<file path="config.mk">
export PLATFORM = sky130hd
export DESIGN_NAME = ioctl_stream_tx_flat
export DESIGN_NICKNAME = d
export VERILOG_FILES = /design/src/rtl/ioctl_stream_tx_if.sv /design/src/rtl/ioctl_stream_tx.sv /design/src/flat_wrapper.sv
export SDC_FILE = /design/constraint.sdc
export NUM_CORES = 1
export LEC_CHECK = 0
export CAP_MARGIN = 20
export CORE_ASPECT_RATIO = 1.2
export CORE_MARGIN = 4
export CORE_UTILIZATION = 55
export CTS_CLUSTER_SIZE = 14
export DETAILED_ROUTE_END_ITERATION = 10
export PLACE_DENSITY = 0.93
export SLEW_MARGIN = 20
export SYNTH_ARGS = -nofsm -noshare
export SYNTH_HDL_FRONTEND = slang
export SYNTH_SLANG_ARGS = --single-unit
</file>
<file path="constraint.sdc">
create_clock -name clk_sys -period 6.3 [get_ports clk_sys]
set_input_delay 1.26 -clock clk_sys [delete_from_list [all_inputs] [get_ports clk_sys]]
set_output_delay 1.26 -clock clk_sys [all_outputs]
set_load 0.005 [all_outputs]
</file>
<file path="src/rtl/ioctl_stream_tx_if.sv">
// ioctl download bus: the signals a transmitter drives into a core.
// master = bus driver (ioctl_stream_tx), slave = consuming core.
interface ioctl_stream_tx_if #(
  parameter int AW = 25
) ();
  logic          ioctl_download;
  logic [7:0]    ioctl_index;
  logic          ioctl_wr;
  logic [AW-1:0] ioctl_addr;
  logic [7:0]    ioctl_dout;

  modport master (
    output ioctl_download, ioctl_index, ioctl_wr, ioctl_addr, ioctl_dout
  );

  modport slave (
    input  ioctl_download, ioctl_index, ioctl_wr, ioctl_addr, ioctl_dout
  );
endinterface

</file>
<file path="src/rtl/ioctl_stream_tx.sv">
// ioctl_stream_tx: replays a byte image from a 1-cycle-latency source memory
// as an ioctl_download / ioctl_wr / ioctl_addr / ioctl_dout stream.
// Optional feature macro: IOCTL_TX_CHECKSUM_EN adds checksum[7:0], the
// mod-256 sum of every byte written in the current/last transfer.
module ioctl_stream_tx #(
  parameter int AW        = 25,
  parameter int LEN_W     = 16,
  parameter int GAP       = 3,
  parameter int SETUP_CYC = 2
) (
  input  logic             clk_sys,
  input  logic             reset,
  input  logic             start,
  input  logic [7:0]       index,
  input  logic [AW-1:0]    base_addr,
  input  logic [LEN_W-1:0] length,
  input  logic             abort,
  output logic             busy,
  output logic             done,
  output logic             aborted,
  output logic             src_rd,
  output logic [LEN_W-1:0] src_addr,
  input  logic [7:0]       src_data,
`ifdef IOCTL_TX_CHECKSUM_EN
  output logic [7:0]       checksum,
`endif
  ioctl_stream_tx_if.master ioctl
);

  localparam int CMAX = (GAP > SETUP_CYC) ? GAP : SETUP_CYC;
  localparam int CW   = (CMAX < 2) ? 1 : $clog2(CMAX);

  typedef enum logic [2:0] {
    S_IDLE, S_SETUP, S_READ, S_WAIT, S_WRITE, S_GAP, S_FINISH
  } state_t;

  state_t           r_state;
  state_t           w_state_nxt;
  logic [CW-1:0]    r_cnt;
  logic [LEN_W-1:0] r_n;
  logic [LEN_W-1:0] r_len;
  logic [AW-1:0]    r_base;
  logic [AW-1:0]    r_addr;
  logic [7:0]       r_index;
  logic [7:0]       r_dout;
  logic             r_aborted;
  logic             w_busy;
  logic             w_last;
`ifdef IOCTL_TX_CHECKSUM_EN
  logic [7:0]       r_checksum;
`endif

  assign w_last = (r_n == r_len - 1'b1);

  // State register
  always_ff @(posedge clk_sys) begin
    if (reset) r_state <= S_IDLE;
    else       r_state <= w_state_nxt;
  end

  // Next-state and Moore outputs; abort overrides every busy state
  always_comb begin
    w_state_nxt = r_state;
    w_busy      = 1'b0;
    done        = 1'b0;
    src_rd      = 1'b0;
    ioctl.ioctl_wr = 1'b0;
    case (r_state)
      S_IDLE: begin
        if (start) w_state_nxt = (length == '0) ? S_FINISH : S_SETUP;
      end
      S_SETUP: begin
        w_busy = 1'b1;
        if (abort)                            w_state_nxt = S_FINISH;
        else if (r_cnt == CW'(SETUP_CYC - 1)) w_state_nxt = S_READ;
      end
      S_READ: begin
        w_busy = 1'b1;
        src_rd = 1'b1;
        w_state_nxt = abort ? S_FINISH : S_WAIT;
      end
      S_WAIT: begin
        w_busy = 1'b1;
        w_state_nxt = abort ? S_FINISH : S_WRITE;
      end
      S_WRITE: begin
        w_busy = 1'b1;
        ioctl.ioctl_wr = 1'b1;
        if (abort)         w_state_nxt = S_FINISH;
        else if (GAP != 0) w_state_nxt = S_GAP;
        else               w_state_nxt = w_last ? S_FINISH : S_READ;
      end
      S_GAP: begin
        w_busy = 1'b1;
        if (abort)                      w_state_nxt = S_FINISH;
        else if (r_cnt == CW'(GAP - 1)) w_state_nxt = w_last ? S_FINISH : S_READ;
      end
      S_FINISH: begin
        done = 1'b1;
        w_state_nxt = S_IDLE;
      end
      default: w_state_nxt = S_IDLE;
    endcase
  end

  // Datapath: request latch, byte counter, capture of read data and address
  always_ff @(posedge clk_sys) begin
    if (reset) begin
      r_cnt     <= '0;
      r_n       <= '0;
      r_len     <= '0;
      r_base    <= '0;
      r_addr    <= '0;
      r_index   <= '0;
      r_dout    <= '0;
      r_aborted <= 1'b0;
`ifdef IOCTL_TX_CHECKSUM_EN
      r_checksum <= '0;
`endif
    end else begin
      if ((w_state_nxt == r_state) && (r_state == S_SETUP || r_state == S_GAP))
        r_cnt <= r_cnt + 1'b1;
      else
        r_cnt <= '0;

      if (r_state == S_IDLE && start) begin
        r_index   <= index;
        r_base    <= base_addr;
        r_len     <= length;
        r_n       <= '0;
        r_aborted <= 1'b0;
`ifdef IOCTL_TX_CHECKSUM_EN
        r_checksum <= '0;
`endif
      end

      // Captured only on the way into WRITE, so a byte aborted in READ/WAIT
      // leaves the previous address/data on the bus.
      if (r_state == S_WAIT && w_state_nxt == S_WRITE) begin
        r_dout <= src_data;
        r_addr <= r_base + AW'(r_n);
      end

      if (w_state_nxt == S_READ && r_state != S_SETUP)
        r_n <= r_n + 1'b1;

      if (w_busy && abort)
        r_aborted <= 1'b1;

`ifdef IOCTL_TX_CHECKSUM_EN
      if (r_state == S_WRITE)
        r_checksum <= r_checksum + r_dout;
`endif
    end
  end

  assign busy                 = w_busy;
  assign aborted              = r_aborted;
  assign src_addr             = r_n;
  assign ioctl.ioctl_download = w_busy;
  assign ioctl.ioctl_index    = r_index;
  assign ioctl.ioctl_addr     = r_addr;
  assign ioctl.ioctl_dout     = r_dout;
`ifdef IOCTL_TX_CHECKSUM_EN
  assign checksum             = r_checksum;
`endif

endmodule
</file>
<file path="src/flat_wrapper.sv">
// flat-port wrapper written by rule: the top's interface ports become plain ports
module ioctl_stream_tx_flat 
#(
  parameter int AW        = 25,
  parameter int LEN_W     = 16,
  parameter int GAP       = 3,
  parameter int SETUP_CYC = 2
)
  (clk_sys, reset, start, index, base_addr, length, abort, busy, done, aborted, src_rd, src_addr, src_data, ioctl_ioctl_download, ioctl_ioctl_index, ioctl_ioctl_wr, ioctl_ioctl_addr, ioctl_ioctl_dout);
  ioctl_stream_tx_if #(.AW(AW)) ioctl_i ();
  input  logic clk_sys;
  input  logic reset;
  input  logic start;
  input  logic [7:0] index;
  input  logic [AW-1:0] base_addr;
  input  logic [LEN_W-1:0] length;
  input  logic abort;
  output logic busy;
  output logic done;
  output logic aborted;
  output logic src_rd;
  output logic [LEN_W-1:0] src_addr;
  input  logic [7:0] src_data;
  output wire logic [$bits(ioctl_i.ioctl_download)-1:0] ioctl_ioctl_download;
  output wire logic [$bits(ioctl_i.ioctl_index)-1:0] ioctl_ioctl_index;
  output wire logic [$bits(ioctl_i.ioctl_wr)-1:0] ioctl_ioctl_wr;
  output wire logic [$bits(ioctl_i.ioctl_addr)-1:0] ioctl_ioctl_addr;
  output wire logic [$bits(ioctl_i.ioctl_dout)-1:0] ioctl_ioctl_dout;
  assign ioctl_ioctl_download = ioctl_i.ioctl_download;
  assign ioctl_ioctl_index = ioctl_i.ioctl_index;
  assign ioctl_ioctl_wr = ioctl_i.ioctl_wr;
  assign ioctl_ioctl_addr = ioctl_i.ioctl_addr;
  assign ioctl_ioctl_dout = ioctl_i.ioctl_dout;
  ioctl_stream_tx #(.AW(AW), .LEN_W(LEN_W), .GAP(GAP), .SETUP_CYC(SETUP_CYC)) u_core (.clk_sys(clk_sys), .reset(reset), .start(start), .index(index), .base_addr(base_addr), .length(length), .abort(abort), .busy(busy), .done(done), .aborted(aborted), .src_rd(src_rd), .src_addr(src_addr), .src_data(src_data), .ioctl(ioctl_i));
endmodule
</file>
* Word level (Yosys, flattened, before mapping)
Index checks and enable logic that the tools add are counted.
W data, S select, Z words.
** Word-level totals
- Register bits :: 104
- Input bits :: 61
- Output and inout port bits :: 63
** Cells by class
- Add/sub/neg operators :: 4
- Eq/ne operators :: 13
- Muxes and demuxes :: 19
- Bitwise gates (word level) :: 1
- Reduce and logical (&&, ||, !) cells :: 12
** Operators with widths (count)
- $mux W16 :: 2
- $add A25 B16 Y25 :: 1
- $mux W3 :: 8
- $pmux W3 S6 :: 1
- $add A16 B1 Y16 const B :: 1
- $eq A16 B16 Y1 :: 1
- $logic_not A16 Y1 :: 1
- $sub A16 B1 Y16 const B :: 1
- $eq A3 B3 Y1 const B :: 4
- $eq A3 B2 Y1 const B :: 3
- $mux W1 :: 6
- $logic_and A1 B1 Y1 :: 5
- $reduce_or A5 Y1 :: 1
- $mux W2 :: 2
- $reduce_bool A2 Y1 :: 2
- $eq A3 B1 Y1 const B :: 1
- $eq A3 B3 Y1 :: 1
- $logic_not A3 Y1 :: 1
- $ne A3 B1 Y1 const B :: 1
- $add A2 B1 Y2 const B :: 1
- $eq A2 B1 Y1 const B :: 1
- $eq A2 B2 Y1 const B :: 1
- $reduce_or A2 Y1 :: 1
- $logic_or A1 B1 Y1 :: 1
- $not A1 Y1 :: 1

* Depth between registers and ports, before layout
Gate-level depths: netlist of run 1.
- Depth in word-level cells :: 10
- Mapped depth :: 13
- Mapped depth without buffers :: 11

* Worst setup path after synthesis of run 1
Ideal clock, no wire load.
- Path type :: input-to-reg
- Start :: input start
- End :: register u_core.r_n[6], in the netlist u_core.src_addr[6]
- Library setup time :: 0.074 ns
- Arrival time :: 3.084 ns
- Path slack :: 3.142 ns
- Stages on the path :: 10
- Cell sequence :: inv_1 or4_1 clkbuf_1 a21oi_1 nand3_1 nor3_1 buf_2 buf_4 a21oi_1 a31oi_1
** On the way
- Cells in the longest elaborated chain, start to end :: 5
- Elaborated cells on any way between the ends :: 7
- Classes of those cells :: eq/ne (1); mux (3); reduce/logical (3)
** Ends and longest elaborated chain
- start: declaration :: line flat_wrapper.sv:13 : input logic start;
- $mux W3 :: line ioctl_stream_tx.sv:70 : if (start) w_state_nxt = (length == '0) ? S_FINISH : S_SETUP;
- $pmux W3 S6 :: line ioctl_stream_tx.sv:68 : case (r_state)
- $eq A3 B2 Y1 :: line ioctl_stream_tx.sv:144 : if (w_state_nxt == S_READ && r_state != S_SETUP)
- $logic_and A1 B1 Y1 :: line ioctl_stream_tx.sv:144
- $mux W16 or $reduce_bool A2 Y1 (tied branches)
- end signal: assignment :: line ioctl_stream_tx.sv:145 : r_n <= r_n + 1'b1;
- end: declaration :: line ioctl_stream_tx.sv:40 : logic [LEN_W-1:0] r_n;
Several ways; a longest one is shown, not always the timed one.
A chain may end at the register's enable or synchronous reset.

* Final worst setup path of run 1
- Start :: register u_core.r_n[0], in the netlist u_core.src_addr[0]
- End :: register u_core.r_addr[18], in the netlist u_core.ioctl.ioctl_addr[18]
** On the way
- Cells in the longest elaborated chain, start to end :: 7
- Elaborated cells on any way between the ends :: 8
- Classes of those cells :: add/sub (1); eq/ne (2); mux (4); reduce/logical (1)
** Ends and longest elaborated chain
- $eq A16 B16 Y1 :: line ioctl_stream_tx.sv:53 : assign w_last = (r_n == r_len - 1'b1);
- $mux W3 (2 in series) :: line ioctl_stream_tx.sv:96 : else if (r_cnt == CW'(GAP - 1)) w_state_nxt = w_last ? S_FINISH : S_READ;
- $mux W3 :: line ioctl_stream_tx.sv:95 : if (abort) w_state_nxt = S_FINISH;
- $pmux W3 S6 :: line ioctl_stream_tx.sv:68
- $eq A3 B3 Y1 :: line ioctl_stream_tx.sv:139 : if (r_state == S_WAIT && w_state_nxt == S_WRITE) begin
- $logic_and A1 B1 Y1 :: line ioctl_stream_tx.sv:139
- end signal: assignment :: line ioctl_stream_tx.sv:141 : r_addr <= r_base + AW'(r_n);
- end: declaration :: line ioctl_stream_tx.sv:43 : logic [AW-1:0] r_addr;
Several ways; a longest one is shown, not always the timed one.

==> out/qor.csv, run 1 <==
stage;metric;value;unit
grt;total grt overflow;0;
worst_setup_path;Worst Path Max Fanout;8;
finish;fin nets;887;
detailed_routing;first drt pass iteration count;5;
timing;setup TNS;0;ps
timing;Slew Viols, Final;0;
finish;layout cells sized above 1;4.20;%
clock_network;Worst-path clk slew;70;ps
floorplan;I/O pins;124;
grt;GRT Overall Usage;27.3;%
clock_network;TritonCTS Sinks;104;
clock_network;CTS tree;done;
clock_network;Post-CTS Setup Bufs;0;
timing;Fmax achieved;256;MHz
logic_synthesis;Post-synth EDFFs;0;
run;max-cap viol count;0;
timing;Finish-stage setup viols;0;
grt;vias in the first global route;5230;
logic_synthesis;area share of the leading cell type in the synthesized netlist;38.4;%
timing;worst clock skew;7.82;ps
floorplan;width of the chip;98.6;um
timing;RSZ-0062 raised after global routing;false;
detailed_routing;initial DRC count;340;
clock_network;Inserted Clock Buffers;9;
detailed_routing;Vias per Instance;5.95;
logic_synthesis;Synth async-reset ratio;0;%
worst_setup_path;CP required;6540;ps
timing;Slew @ Worst Pin;1100;ps
power;LEAKAGE;2.55;nW
floorplan;Initial Utilization;56.7;%
logic_synthesis;Distinct cells, synth;56;
run_status;outcome;complete, no violations;
power;total power;0.00235;W
place;placed cell area;0.00669;mm^2
finish;FILL cells;763;
grt;first-pass GRT wire length;25.4;mm
place;GP Congestion;0.850;
worst_setup_path;worst path arrival time;4140;ps
logic_synthesis;post-synth top area cell;dfxtp_1;
logic_synthesis;sequential fraction of the synthesis area;38.4;%
clock_network;Root Buffer;clkbuf_16;
logic_synthesis;Mean Syn Cell Area;7.68;um^2
logic_synthesis;main area contributors after synthesis;dfxtp_1, nand2_1, a21oi_1;
floorplan;Core Region;0.00956;mm^2
logic_synthesis;Synth Register Bits;104;
logic_synthesis;most common cell in the netlist;nand2_1;
clock_network;Max Buffers Root-to-Sink;2;
worst_setup_path;max incr delay on CP;900;ps
detailed_routing;drt total wl;15.6;mm
logic_synthesis;synthesized area;0.00542;mm^2
worst_hold_path;Hold Path Class;flip-flop to flip-flop;
floorplan;standard-cell rows;39;
clock_network;clk_lat worst skew;350;ps
logic_synthesis;syn_nets;788;
grt;initial antenna violation count;0;
timing;Hold Slack;452;ps
worst_setup_path;Setup crit start kind;flip-flop;
finish;Finished Cell Area;0.00700;mm^2
worst_setup_path;cell repeated most along the worst path;o21ai_0;
power;P per Cell Area;335;mW/mm^2
timing;post-route minimum period;3910;ps
detailed_routing;routed via count;5547;
finish;Layout area overhead;29.2;%
timing;crit share post-route;62.0;%
grt;pin count of the biggest net entering global routing;52;
detailed_routing;antenna-violating nets left;0;
place;number of port buffers;123;
logic_synthesis;Post-Synthesis Cells;706;
floorplan;Vert. Die Dim;117;um
logic_synthesis;Synth Warn #;0;
clock_network;H-tree level count;3;
logic_synthesis;Primary FF master, synth;dfxtp_1;
timing;Final Hold Viols;0;
worst_setup_path;Crit Path Class;flip-flop to flip-flop;
logic_synthesis;synth cell count leaders;nand2_1, a21oi_1, dfxtp_1;
floorplan;die area;0.0115;mm^2
worst_setup_path;CP max-delay cell;o31ai_1;
detailed_routing;WL/cell;16.8;um
clock_network;Post-CTS Hold Buffers;0;
finish;n_diodes;0;
timing;Rel. slew slack;26.1;%
worst_setup_path;Setup crit end kind;flip-flop;
finish;end-of-flow core utilization;73.2;%
detailed_routing;drt drc;0;
place;DP Wirelength;11.2;mm
clock_network;cts repair resizes;0;
worst_setup_path;crit path cell chain;ha_1 -> inv_1 -> fa_1 -> nand2b_1 -> a21oi_1 -> o21ai_0 -> o21ai_0 -> a211oi_1 -> o31ai_1 -> mux2i_1 -> a32o_1;
power;peak supply drop;0.000185;V
[power by group]
part | internal [W] | total [W] | switching, W
combinational | 0.000377 | 0.000866 | 0.000489
clock | 0.000317 | 0.000591 | 0.000274
sequential | 0.000755 | 0.000890 | 0.000135
[metrics by stage]
step | instances | setup slack (ps)
global route | 933 | 2110
finish | 933 | 2390
CTS | 933 | 2420
detailed placement | 917 | 2270
floorplan | 706 | 3140
global placement | 917 | 2350
[cells in the final DEF, fill, tap and decap left out, types with 10 or more instances in the layout]
master and instances:
a31oi_1 21, nand2_1 156, a21oi_1 113, ha_1 20
xnor2_1 24, nor2_1 28, and3_1 16, o21ai_0 19
nand2b_1 16, dfxtp_1 104, nand3_1 10, nor4_1 13
clkdlybuf4s50_1 122, inv_1 20
[cell families after synthesis]
logic type | count (synthesis) | synth area share, %
compound gates | 195 | 20.7
xor+xnor | 28 | 4.53
fa+ha+maj | 21 | 4.99
buf+inv | 61 | 4.73
flops | 104 | 38.4
mux | 4 | 0.739
simple gates | 293 | 25.9
[worst paths after layout]
path | start | end | slack [ps] | depth (start not counted)
min | u_core.r_cnt[0] | u_core.r_cnt[0] | 450 | 1
max | u_core.src_addr[0] | u_core.ioctl.ioctl_addr[18] | 2390 | 11
max reg2reg | u_core.src_addr[0] | u_core.ioctl.ioctl_addr[18] | 2390 | 11
min reg2reg | u_core.r_cnt[0] | u_core.r_cnt[0] | 450 | 1
[cell type report]
type	instances	area [um^2]	share of cell area, %
multi-input combinational	541	3110	44.4
clock buffer	9	225	3.22
clock inverter	7	88.8	1.27
tap	123	154	2.20
inverter	20	75.1	1.07
sequential	104	2080	29.7
timing repair buffer	129	1270	18.2
[worst max-delay path, delay by kind of cell (launching register included)]
kind	cells	cell delay [ps]
multiplexers	1	210
adder cells (fa/ha/maj)	2	650
flip-flops	1	560
AO/OA/AOI/OAI	6	2120
buffers and inverters	1	60
AND/OR/NAND/NOR	1	190
[metal layers]
metal | GRT usage (%) | share of wire [%] | wire length, um | vias up
met3 | 3.70 | 6.4 | 1000 | 37
met1 | 31.9 | 39 | 6070 | 2606
li1 | - | - | - | 2683
met5 | 0 | 0 | 0 | -
met4 | 13.1 | 3.3 | 510 | 0
met2 | 49.4 | 52 | 8060 | 221
[flip-flops by register name, summed over array words and instances, names as in the netlist]
| name | cells |
|---|---|
| u_core.r_cnt | 2 |
| u_core.aborted | 1 |
| u_core.r_state | 3 |
| u_core.ioctl.ioctl_addr | 25 |
| u_core.ioctl.ioctl_index | 8 |
| u_core.src_addr | 16 |
| u_core.r_len | 16 |
| u_core.r_base | 25 |
| u_core.ioctl.ioctl_dout | 8 |
Power figures use the tool's default switching activity.
==> inputs of run 2 (changes only) <==
--- a/config.mk
+++ b/config.mk
@@ -8,10 +8,10 @@
 export CAP_MARGIN = 20
 export CORE_ASPECT_RATIO = 1.2
 export CORE_MARGIN = 4
-export CORE_UTILIZATION = 55
+export CORE_UTILIZATION = 51
 export CTS_CLUSTER_SIZE = 14
 export DETAILED_ROUTE_END_ITERATION = 10
-export PLACE_DENSITY = 0.93
+export PLACE_DENSITY = 0.87
 export SLEW_MARGIN = 20
 export SYNTH_ARGS = -nofsm -noshare
 export SYNTH_HDL_FRONTEND = slang
==> constraint.sdc (replaced) <==
create_clock -name clk_sys -period 3.68 [get_ports clk_sys]
set_input_delay 0.736 -clock clk_sys [delete_from_list [all_inputs] [get_ports clk_sys]]
set_output_delay 0.736 -clock clk_sys [all_outputs]
set_load 0.005 [all_outputs]
==> run 2 against run 1 <==
Clock power up 57%. Utilization down 4.2 points. Setup slack worse by 2100 ps. Global-route usage down 2.5 points. Critical endpoint is now u_core.src_addr[5]. Flip-flop and latch count unchanged. Largest cell class unchanged.
==> out/qor.csv, run 2 (same netlist as run 1, synthesis figures left out) <==
stage;metric;value;unit
worst_setup_path;CP required;3950;ps
detailed_routing;antenna-violating nets left;0;
grt;M3 GR Usage;5.23;%
floorplan;Initial Utilization;53.1;%
detailed_routing;initial DRC count;310;
power;total power;0.00399;W
timing;RSZ-0062 raised after global routing;false;
run_status;outcome;complete, no violations;
worst_setup_path;Worst Path Max Fanout;14;
grt;total grt overflow;0;
detailed_routing;Vias per Instance;5.88;
detailed_routing;routed via count;5551;
finish;Layout Cells excl Fill;944;
finish;fin nets;895;
worst_setup_path;crit path cell chain;clkdlybuf4s50_1 -> nor4_1 -> nand4_1 -> a22oi_1 -> nand3_1 -> nor3_2 -> buf_4 -> o21ai_0 -> a31oi_1;
worst_setup_path;Crit Path Class;input port to flip-flop;
clock_network;Root Buffer;clkbuf_16;
clock_network;CTS tree;done;
finish;end-of-flow core utilization;69.1;%
worst_setup_path;Setup crit start kind;input port;
timing;worst clock skew;7.68;ps
worst_setup_path;max incr delay on CP;650;ps
finish;leading cell types in the layout, fill and taps excluded;nand2_1, clkdlybuf4s50_1, a21oi_1;
clock_network;clk_lat worst skew;350;ps
grt;initial antenna violation count;0;
timing;Slew @ Worst Pin;807;ps
detailed_routing;drt total wl;15.5;mm
finish;layout cells sized above 1;5.38;%
finish;n_diodes;0;
floorplan;standard-cell rows;40;
timing;Final Hold Viols;0;
grt;vias in the first global route;5377;
clock_network;Worst-path clk slew;70;ps
timing;Slew Viols, Final;0;
grt;met1 usage;28.9;%
finish;Layout area overhead;30.1;%
floorplan;Vert. Die Dim;121;um
place;Setup WS pre-CTS;81.2;ps
grt;pin count of the biggest net entering global routing;52;
place;number of port buffers;123;
place;Post-Place Cells;928;
clock_network;Post-CTS Hold Buffers;0;
timing;Finish-stage setup viols;0;
grt;first-pass GRT wire length;24.8;mm
power;P per Cell Area;566;mW/mm^2
timing;Setup WS post-layout;298;ps
place;DP Wirelength;11.1;mm
worst_hold_path;Hold Path Class;flip-flop to flip-flop;
finish;commonest non-fill, non-tap cell in the layout;nand2_1;
floorplan;die area;0.0123;mm^2
power;LEAKAGE;2.59;nW
clock_network;TritonCTS Sinks;104;
timing;crit share post-route;91.9;%
grt;most used routing layer;met2;
floorplan;Core Region;0.0102;mm^2
floorplan;I/O pins;124;
finish;FILL cells;825;
grt;GR Util met2;42.8;%
detailed_routing;WL/cell;16.4;um
timing;Fmax achieved;296;MHz
clock_network;Post-CTS Setup Bufs;0;
worst_setup_path;CP max-delay cell;nor3_2;
run;max-cap viol count;0;
clock_network;Inserted Clock Buffers;9;
grt;GRT Overall Usage;24.7;%
floorplan;width of the chip;102;um
clock_network;cts repair resizes;0;
clock_network;H-tree level count;3;
timing;post-route minimum period;3380;ps
detailed_routing;drt drc;0;
power;peak supply drop;0.000279;V
timing;setup TNS;0;ps
worst_setup_path;Setup crit end kind;flip-flop;
worst_setup_path;worst path arrival time;3650;ps
timing;Rel. slew slack;45.9;%
detailed_routing;first drt pass iteration count;5;
place;GP Congestion;0.915;
clock_network;Max Buffers Root-to-Sink;2;
==> run 2: metal layers <==
layer / part of all wire [%] / wire length (um)
met1: 39 / 6050
met2: 50 / 7720
met3: 7.8 / 1210
met4: 3.2 / 493
met5: 0 / 0
==> run 2: path summary, 6_finish.rpt <==
| kind | start | end | slack, ps | cells after the start |
|---|---|---|---|---|
| max | length[10] | u_core.src_addr[5] | 300 | 9 |
| min | u_core.r_cnt[0] | u_core.r_cnt[0] | 450 | 1 |
| max reg2reg | u_core.r_len[0] | u_core.src_addr[6] | 310 | 10 |
| min reg2reg | u_core.r_cnt[0] | u_core.r_cnt[0] | 450 | 1 |
==> run 2: layout make-up <==
class                           count  area (um^2)  area share [%]
Clock buffer                       10          239            3.39
Inverter                           20         75.1            1.06
Multi-Input combinational cell    541         3110            44.2
Sequential cell                   104         2080            29.5
Timing Repair Buffer              137         1330            18.9
Clock inverter                      6         52.6           0.745
Tap cell                          126          158            2.24
==> run 2: metrics by stage <==
step	hold WS [ps]	instance area, um^2
6_report	448	7050
5_1_grt	475	7050
4_1_cts	450	7050
3_5_place_dp	437	6750
3_3_place_gp	427	6750
2_1_floorplan	417	5420
==> run 2: critical path, delay by kind of cell <==
family / cells / cell delay [ps]
simple gates: 4 / 1550
buf+inv: 2 / 750
compound gates: 3 / 620
==> run 2: power by group <==
group | internal [W] | leakage, nW | switching (W)
Clock | 0.000487 | 0.144 | 0.000441
Sequential | 0.00129 | 0.845 | 0.000221
Combinational | 0.000675 | 1.60 | 0.000870
